## config.mk

```make
export PLATFORM = sky130hd
export DESIGN_NAME = pic_clk_en_ctrl
export DESIGN_NICKNAME = d
export VERILOG_FILES = /design/src/rtl/pic_clk_en_ctrl.sv
export SDC_FILE = /design/constraint.sdc
export NUM_CORES = 1
export LEC_CHECK = 0
export CORE_MARGIN = 1.5
export CORE_UTILIZATION = 31
export DETAILED_ROUTE_END_ITERATION = 6
export PLACE_DENSITY = 0.79
export SLEW_MARGIN = 10
export SYNTH_ARGS = -nofsm -noshare
export SYNTH_HDL_FRONTEND = slang
export SYNTH_SLANG_ARGS = --single-unit
```

## constraint.sdc

```tcl
create_clock -name forever_cpuclk -period 2.9 [get_ports forever_cpuclk]
set_input_delay 0.58 -clock forever_cpuclk [delete_from_list [all_inputs] [get_ports forever_cpuclk]]
set_output_delay 0.58 -clock forever_cpuclk [all_outputs]
set_load 0.02 [all_outputs]
```

## src/rtl/pic_clk_en_ctrl.sv

```systemverilog
// pic_clk_en_ctrl
// Idle-detect clock-enable controller for the PIC. Runs on the ungated PIC
// clock and drives local_en of the downstream gated clock cell. Consecutive
// idle cycles are counted against idle_thresh; once the threshold is reached
// the gate is closed, and any activity reopens it.
//
// Ports:
//   forever_cpuclk  ungated PIC clock
//   cpurst_b        synchronous active-low reset
//   int_src_req     level interrupt requests (SRC_NUM bits)
//   apb_sel         PIC register access in progress
//   core_busy       PIC arbitration/delivery busy
//   sw_force_en     software override, keeps the clock on
//   idle_thresh     idle cycles before gating, 0 disables gating
//   local_en        enable to gated clock cell
//   gated_st        1 while in GATED state
//   idle_cnt        current consecutive idle count
//   wake_pulse      one-cycle pulse on GATED->ACTIVE
//
// Optional statistics (macro PIC_CLK_EN_STAT_EN):
//   stat_clr        synchronous clear of both statistics counters
//   stat_gated_cyc  saturating count of cycles spent in GATED
//   stat_wake_cnt   saturating count of wake pulses
module pic_clk_en_ctrl #(
   parameter int unsigned SRC_NUM    = 32,
   parameter int unsigned IDLE_CNT_W = 4
) (
   input  logic                  forever_cpuclk,
   input  logic                  cpurst_b,
   input  logic [SRC_NUM-1:0]    int_src_req,
   input  logic                  apb_sel,
   input  logic                  core_busy,
   input  logic                  sw_force_en,
   input  logic [IDLE_CNT_W-1:0] idle_thresh,
`ifdef PIC_CLK_EN_STAT_EN
   input  logic                  stat_clr,
   output logic [31:0]           stat_gated_cyc,
   output logic [15:0]           stat_wake_cnt,
`endif
   output logic                  local_en,
   output logic                  gated_st,
   output logic [IDLE_CNT_W-1:0] idle_cnt,
   output logic                  wake_pulse
);

   typedef enum logic [1:0] {
      ACTIVE = 2'd0,
      COUNT  = 2'd1,
      GATED  = 2'd2
   } state_t;

   state_t              state;
   logic                local_en_q;
   logic                activity;
   logic [IDLE_CNT_W:0] cnt_inc;

   assign activity = (|int_src_req) | apb_sel | core_busy | sw_force_en;

   // Extra bit keeps idle_cnt+1 from wrapping before the threshold compare.
   assign cnt_inc = {1'b0, idle_cnt} + (IDLE_CNT_W+1)'(1);

   // Activity and reset open the gate combinationally so the ICG passes the
   // very next edge without waiting for local_en_q to update.
   assign local_en = local_en_q | activity | ~cpurst_b;

   always_ff @(posedge forever_cpuclk) begin
      if (!cpurst_b) begin
         state      <= ACTIVE;
         idle_cnt   <= '0;
         gated_st   <= 1'b0;
         wake_pulse <= 1'b0;
         local_en_q <= 1'b1;
      end else begin
         wake_pulse <= 1'b0;
         case (state)
            ACTIVE, COUNT: begin
               if (activity) begin
                  state      <= ACTIVE;
                  idle_cnt   <= '0;
                  local_en_q <= 1'b1;
               end else if (idle_thresh == '0) begin
                  state    <= ACTIVE;
                  idle_cnt <= '0;
               end else if (cnt_inc >= {1'b0, idle_thresh}) begin
                  state      <= GATED;
                  idle_cnt   <= '0;
                  local_en_q <= 1'b0;
                  gated_st   <= 1'b1;
               end else begin
                  state    <= COUNT;
                  idle_cnt <= (&idle_cnt) ? idle_cnt : cnt_inc[IDLE_CNT_W-1:0];
               end
            end
            GATED: begin
               if (activity || (idle_thresh == '0)) begin
                  state      <= ACTIVE;
                  local_en_q <= 1'b1;
                  gated_st   <= 1'b0;
                  wake_pulse <= 1'b1;
               end else begin
                  local_en_q <= 1'b0;
               end
            end
            default: begin
               state      <= ACTIVE;
               idle_cnt   <= '0;
               gated_st   <= 1'b0;
               local_en_q <= 1'b1;
            end
         endcase
      end
   end

`ifdef PIC_CLK_EN_STAT_EN
   always_ff @(posedge forever_cpuclk) begin
      if (!cpurst_b || stat_clr) begin
         stat_gated_cyc <= '0;
         stat_wake_cnt  <= '0;
      end else begin
         if ((state == GATED) && (stat_gated_cyc != '1))
            stat_gated_cyc <= stat_gated_cyc + 32'd1;
         if (wake_pulse && (stat_wake_cnt != '1))
            stat_wake_cnt <= stat_wake_cnt + 16'd1;
      end
   end
`endif

endmodule

```

Word-level counts from Yosys, hierarchy flattened
Cells that the tools add are included.
W data, S select, Z words.

word-level totals
  register bits = 9
  input port bits = 41
  output and inout port bits = 7
  logic and storage cells = 53

cells by class
  add/subtract/negate cells = 1
  magnitude comparators = 1
  eq/ne operators = 9
  multiplexer cells = 20
  bitwise logic cells = 7
  reduce and logical (&&, ||, !) cells = 10

operators with widths
  kind                   count
  $reduce_or A32 Y1      1
  $mux W4                4
  $mux W1                8
  $mux W2                4
  $ne A2 B2 Y1 const B   4
  $pmux W4 S2            1
  $reduce_and A4 Y1      2
  $ne A3 B3 Y1 const B   2
  $reduce_and A2 Y1      3
  $add A4 B1 Y5 const B  1
  $ge A5 B4 Y1           1
  $ne A5 B5 Y1 const B   1
  $or A1 B1 Y1           5
  $logic_not A4 Y1       1
  $pmux W1 S2            2
  $pmux W2 S2            1
  $eq A2 B1 Y1 const B   1
  $eq A2 B2 Y1 const B   1
  $logic_not A2 Y1       1
  $not A1 Y1             2
  $reduce_or A2 Y1       1
  $logic_or A1 B1 Y1     1

Depth between registers and ports, before layout
Gate-level depths: netlist (run 1).

  depth after elaboration = 7
  gate-level depth with buffers = 9
  gate-level depth less buffers = 9

Worst setup path before layout (run 1)
No wires, ideal clock.

  path type = register to register
  start point = register idle_cnt[0]
  end point = register idle_cnt[0]
  setup time = 0.123 ns
  arrival time = 2.171 ns
  required time = 2.777 ns
  slack = 0.605 ns
  cell stages (with the launch flop) = 9
  path buffers = 0
  clock period less this slack = 2.295 ns
  path through = dfxtp_1 > ha_1 > nor2b_1 > or2_2 > ha_1 > o21ai_0 > o21ai_0 > nor4b_4 > mux2_1

between the ends
  longest elaborated chain between the ends = 6
  elaborated cells on any way between the ends = 10
  classes of those cells = 1 x add/sub; 1 x order compare; 1 x eq/ne; 5 x mux; 2 x reduce/logical

RTL lines
  item                                            line    source
  start: declaration                              42      output logic [IDLE_CNT_W-1:0] idle_cnt,
  start signal: assignment                        91      idle_cnt <= (&idle_cnt) ? idle_cnt : cnt_inc[IDLE_CNT_W-1:0];
  $add A4 B1 Y5                                   60      assign cnt_inc = {1'b0, idle_cnt} + (IDLE_CNT_W+1)'(1);
  $ge A5 B4 Y1 / $mux W4 (equally long branches)  84, 91
  $mux W4                                         84      end else if (cnt_inc >= {1'b0, idle_thresh}) begin
  $mux W4                                         81      end else if (idle_thresh == '0) begin
  $mux W4                                         77      if (activity) begin
  $pmux W4 S2                                     75      case (state)

Parallel ways exist; a longest one is shown, timed or not. The select of a mux whose other input is x is not followed.
A chain may end at the register's enable or synchronous reset.

Final worst setup path (run 1)
  start point = input int_src_req[12]
  end point = output local_en

between the ends
  longest elaborated chain between the ends = 6

RTL lines
  item                       line  source
  start: declaration         30    input logic [SRC_NUM-1:0] int_src_req,
  $reduce_or A32 Y1          57    assign activity = (|int_src_req) | apb_sel | core_busy | sw_force_en;
  $or A1 B1 Y1 (3 in a row)  57
  $or A1 B1 Y1 (2 in a row)  64    assign local_en = local_en_q | activity | ~cpurst_b;
  end: declaration           40    output logic local_en,

No other way between the ends.

==> flow_summary.ini, run 1 <==
[clocking]
numClockSinks = 9
cts_hold_buf = 0
htreeDepth = 1
cts_buffers = 3
clock-root-buffer = clkbuf_4
clkLatencyLatePin_ns = 0.26
clkTransAtPathRegs_ns = 0.06
cts_tree = yes
clk_path_buf_depth = 2

[sta]
finalCritPeriodShare_pct = 96.5
max_slew_margin_pct = 51.9
setup_viol = 0
setup_ws_ns = 0.101
final_hold_viol_count = 0
fin_hold_ws_ns = 0.518
drv_slew = 0
tightest_slew_ns = 0.714
final.setup.tns_ns = 0
max_clock_freq_ghz = 0.357
period_minus_slack_ns = 2.80
finClkSkew_ns = 0.00763

[yosys]
synth-seq-area-share_pct = 31.9
synthAdderAreaFrac_pct = 11.1
synthArstFlopShare_pct = 0
yosys.area_share.simple_pct = 37.0
synth_fp_nets = 109
synth_most_common_cell = nor4_1
synthXorXnorAreaFrac_pct = 1.55
syn-cell-area_um2 = 564
postSynthAreaPerCell_um2 = 8.96
synth.top_cells.by_area = dfxtp_1, ha_1, nor4_1
ys_ff_latch = 9
synth_mux_area_share_pct = 2.00
ys.flop_type = dfxtp_1
synth_top_area_share_pct = 31.9
synth_compound_area_share_pct = 13.7
synth_top_area_cell = dfxtp_1
synthCells = 63
yosysUniqueCellTypes = 26
synth_top_family_by_area = simple AND/OR/NAND/NOR gates
ys_warn_count = 0
synth.top_cells.by_count = nor4_1, dfxtp_1, ha_1
synth_edf_count = 0

[placement]
place_hpwl_um = 1520
io_buffers = 47
gp_congestion = 0.716
pre_cts_ws_ns = -0.125
placed_cells = 138

[power]
power.leakage_nw = 0.433
powerDensity_nw_per_um2 = 254
finalPower_mw = 0.288
peakVddDrop_mv = 0.205

[critical_path]
worstSetupPathType = in2out
crit_fanout = 2
crit_path_start = int_src_req[12]
cp-end-kind = output pin
reg2reg_from = idle_cnt[0]
cp_data_arrival_time_ns = 2.22
cp-start-kind = primary input
cp.required_ns = 2.32

[min_path]
hold_start = idle_cnt[2]
min_path_type = reg2reg

[grt]
grt_antenna_before_repair = 0
grt-ovfl-total = 0
grt_pass1_vias = 657
grt_max_degree = 8
grt_pass1_wl_um = 2600
track_usage_pct = 17.7

[floorplanning]
die_w_um = 45.7
initial_core_util_pct = 32.7
die_y_um = 45.7
rows = 15
fp.coreArea_um2 = 1730
die-area_um2 = 2090
io_pins = 48

[drt]
wire_per_inst_um = 13.2
first_pass_iters = 2
totalWireLength_um = 1870
wirelength_met1_um = 654
top_layer = met3
wl_met2_um = 923
ant_nets = 0
dr_wl_met3_um = 289
drt_iter0_drc = 2
drc_errors = 0
via_per_inst = 4.89
num_vias = 694

[final_layout]
fin_cells = 142
area_growth_pct = 101
nNetsFinal = 164
num_antenna_cells = 0
layout-drive-gt1-share_pct = 10.3

[flow_run]
cap_violations = 0

[outcome]
outcome = complete, no violations
flip-flops by register name, indices dropped and copies added (netlist names):
| register | count |
|---|---|
| wake_pulse | 1 |
| local_en_q | 1 |
| gated_st | 1 |
| state | 2 |
| idle_cnt | 4 |
layer usage:
layer | track usage (%) | vias up
li1 | - | 350
met2 | 34.1 | 39
met1 | 15.4 | 305
met5 | 0 | -
met3 | 7.94 | 0
met4 | 7.06 | 0
area by class of cell:
type,instances,area [um2]
Inverter,4,15.0
Multi-Input combinational cell,50,388
Tap cell,25,31.3
Sequential cell,9,180
Fill cell,157,594
Timing Repair Buffer,50,492
Clock buffer,4,26.3
cells by family (layout without fill, tap and decap cells):
group	Yosys count	after routing
AND/OR/NAND/NOR	31	31
AO/OA/AOI/OAI	12	12
flip-flops	9	9
adder cells (fa/ha/maj)	5	5
buffers and inverters	4	58
XOR/XNOR	1	1
multiplexers	1	1
path summary, 6_finish.rpt:
| kind | endpoint | slack, ns | depth (start not counted) |
|---|---|---|---|
| worst max-delay path | local_en | 0.10 | 6 |
| worst min-delay path | idle_cnt[2] | 0.52 | 2 |
| worst min register to register | idle_cnt[2] | 0.52 | 2 |
| worst max register to register | idle_cnt[0] | 0.42 | 8 |
cells in the final DEF, fill, tap and decap left out:
cell type	n
nor4_1	7
clkdlybuf4s50_1	46
dlygate4sd2_1	1
ha_1	5
nor4_2	4
nor3_1	1
a21oi_1	2
and2_1	1
nand3b_1	1
o2111a_1	1
clkbuf_1	1
a31oi_1	1
a211oi_1	1
nor3b_1	2
nor2b_1	2
nor4b_4	1
clkbuf_4	3
xnor2_1	1
a22o_1	2
and2b_1	1
inv_1	4
dfxtp_1	9
mux2_1	1
buf_4	3
o21ai_1	1
o21ai_0	4
nand2_1	4
nand4_1	1
nand3_1	2
nand2b_1	3
or2_2	1
where the power goes:
group | total [mW] | switching, mW | internal, mW
clock | 0.0967 | 0.0437 | 0.0530
combinational | 0.0676 | 0.0158 | 0.0518
sequential | 0.124 | 0.000000000000980 | 0.124
metrics by stage:
step / area, um2 / util, %
floorplan: 564 / -
CTS: 1110 / 64.5
global route: 1130 / 65.6
finish: 1130 / 65.6
global placement: 1090 / 63.0
detailed placement: 1090 / 63.0
worst max-delay path: stages:
cell	delay (ns)
clkdlybuf4s50_1	0.42
nor4_2	0.30
nand4_1	0.18
nor4_2	0.35
nand2b_1	0.08
dlygate4sd2_1	0.32
repair_timing:
| item | in CTS | in global routing |
|---|---|---|
| gates resized for setup | 1 | 3 |
| endpoints found under the setup margin | 1 | 1 |
| setup buffers | 0 | 0 |
| cloned | 0 | 0 |
| pin swaps | 0 | 1 |
(Power assumes the default switching activity.)
==> run 2: changes to the inputs <==
- CORE_UTILIZATION: 31 -> 33
- PLACE_DENSITY: 0.79 -> 0.83
- clock period: 2.9 -> 3.55 ns (I/O delays scaled with it)
==> flow_summary.ini, run 2 (same netlist as run 1, synthesis figures left out) <==
[critical_path]
cp_data_arrival_time_ns = 2.57
crit_slowest_cell = clkdlybuf4s50_1
cp-start-kind = primary input
cp.buffers_inverters = 2
timing.critical_path.mode_cell = clkdlybuf4s50_1
cp.required_ns = 2.84
crit_path_start = int_src_req[12]
worstSetupPathType = in2out
critPathTopFamily = buffers and inverters
reg2reg_from = idle_cnt[0]
cp-end-kind = output pin
max_stage_delay_ns = 0.54
crit_fanout = 3
r2r_cells = 8
crit_chain = clkdlybuf4s50_1, nor4_1, nand4_1, nor4_2, nand2b_1, clkdlybuf4s50_1
cp_num_cells = 6

[min_path]
min_path_type = reg2reg
hold_start = idle_cnt[2]
holdPathStages = 2

[sta]
tightest_slew_ns = 0.656
finalCritPeriodShare_pct = 92.4
finClkSkew_ns = 0.00568
max_clock_freq_ghz = 0.305
max_slew_margin_pct = 55.8
fin_hold_ws_ns = 0.513
final_hold_viol_count = 0
period_minus_slack_ns = 3.28
rsz0062_at_grt = no
final.setup.tns_ns = 0
drv_slew = 0
setup_viol = 0

[drt]
num_vias = 690
drc_errors = 14
ant_nets = 0
drt_iter0_drc = 22
first_pass_iters = 7
wire_per_inst_um = 13.2
via_per_inst = 5.27
totalWireLength_um = 1730

[final_layout]
layout-drive-gt1-share_pct = 6.09
largest_reg_flops = 4
num_antenna_cells = 0
final_common_cell = clkdlybuf4s50_1
largest-register = idle_cnt
layout_common_cells = clkdlybuf4s50_1, nor4_1, dfxtp_1
reg.largest.list = idle_cnt: 4 flops, state: 2 flops
final_util_pct = 69.8
area_growth_pct = 92.9
nNetsFinal = 162

[placement]
place_hpwl_um = 1520
io_buffers = 47
gp_congestion = 0.662

[outcome]
outcome = complete, but fails checks
failed_checks = DRC

[clocking]
clk_path_buf_depth = 2
post_cts_resized = 0
postCtsSetupBuffers = 0
cts_buffers = 3
cts_hold_buf = 0
clkLatencyLatePin_ns = 0.26
htreeDepth = 1
cts_tree = yes
clock-root-buffer = clkbuf_4
numClockSinks = 9
clkTransAtPathRegs_ns = 0.06

[grt]
grt_pass1_vias = 669
track_usage_pct = 18.2
grt-ovfl-total = 0
grt_pass1_wl_um = 2650
grt_max_degree = 8
grt_antenna_before_repair = 0

[power]
p_int_mw = 0.186
peakVddDrop_mv = 0.199
finalPower_mw = 0.232
p_comb_share_pct = 22.7
clockPowerShare_pct = 33.8
seq_power_share_pct = 43.5
p_switching_mw = 0.0460
powerDensity_nw_per_um2 = 213
swShare_pct = 19.8
power.leakage_nw = 0.423

[flow_run]
cap_violations = 0

[floorplanning]
fp.coreArea_um2 = 1560
io_pins = 48
die_y_um = 44.4
initial_core_util_pct = 36.2
die-area_um2 = 1970
rows = 14
die_w_um = 44.4
-- run 2: layer usage --
| layer | vias to the layer above | global-route usage [%] | routed length [um] |
|---|---|---|---|
| li1 | 349 | - | - |
| met1 | 302 | 17.0 | 599 |
| met2 | 37 | 33.2 | 821 |
| met3 | 2 | 8.16 | 297 |
| met4 | 0 | 9.09 | 8 |
| met5 | - | 0 | 0 |
-- run 2: worst paths after layout --
path | end | slack, ns
worst max register to register | idle_cnt[0] | 1.12
worst min-delay path | idle_cnt[2] | 0.51
worst max-delay path | local_en | 0.27
worst min register to register | idle_cnt[2] | 0.51
-- run 2: per-stage QoR --
stage | cells | instance area, um2 | worst slack (ns)
floorplan | 63 | 564 | 1.22
global placement | 127 | 1060 | 0.296
detailed placement | 127 | 1060 | 0.232
CTS | 131 | 1090 | 0.234
global route | 131 | 1090 | 0.0727
finish | 131 | 1090 | 0.271
-- run 2: cell type report --
class | instances | area (um2)
multi-input combinational | 50 | 369
fill | 132 | 470
timing repair buffer | 48 | 478
clock buffer | 4 | 26.3
inverter | 4 | 15.0
tap | 16 | 20.0
sequential | 9 | 180
-- run 2: worst min-delay path: stages, from the launching register on --
cell     delay (ns)
dfxtp_1        0.35
nand2_1        0.07
nand2_1        0.04
-- run 2: power groups by stage --
| stage | Combinational [mW] | Sequential, mW | Clock [mW] |
|---|---|---|---|
| floorplan | 0.00623 | 0.103 | 0 |
| global placement | 0.0520 | 0.103 | 0 |
| detailed placement | 0.0532 | 0.103 | 0 |
| CTS | 0.0532 | 0.101 | 0.0799 |
| global route | 0.0567 | 0.101 | 0.0822 |
| finish | 0.0526 | 0.101 | 0.0783 |
==> run 3: changes to the inputs <==
- SKIP_CTS_REPAIR_TIMING: not set -> 1
==> results of run 3 <==
Same layout as run 2: the final DEF is identical, and so are final timing and power.
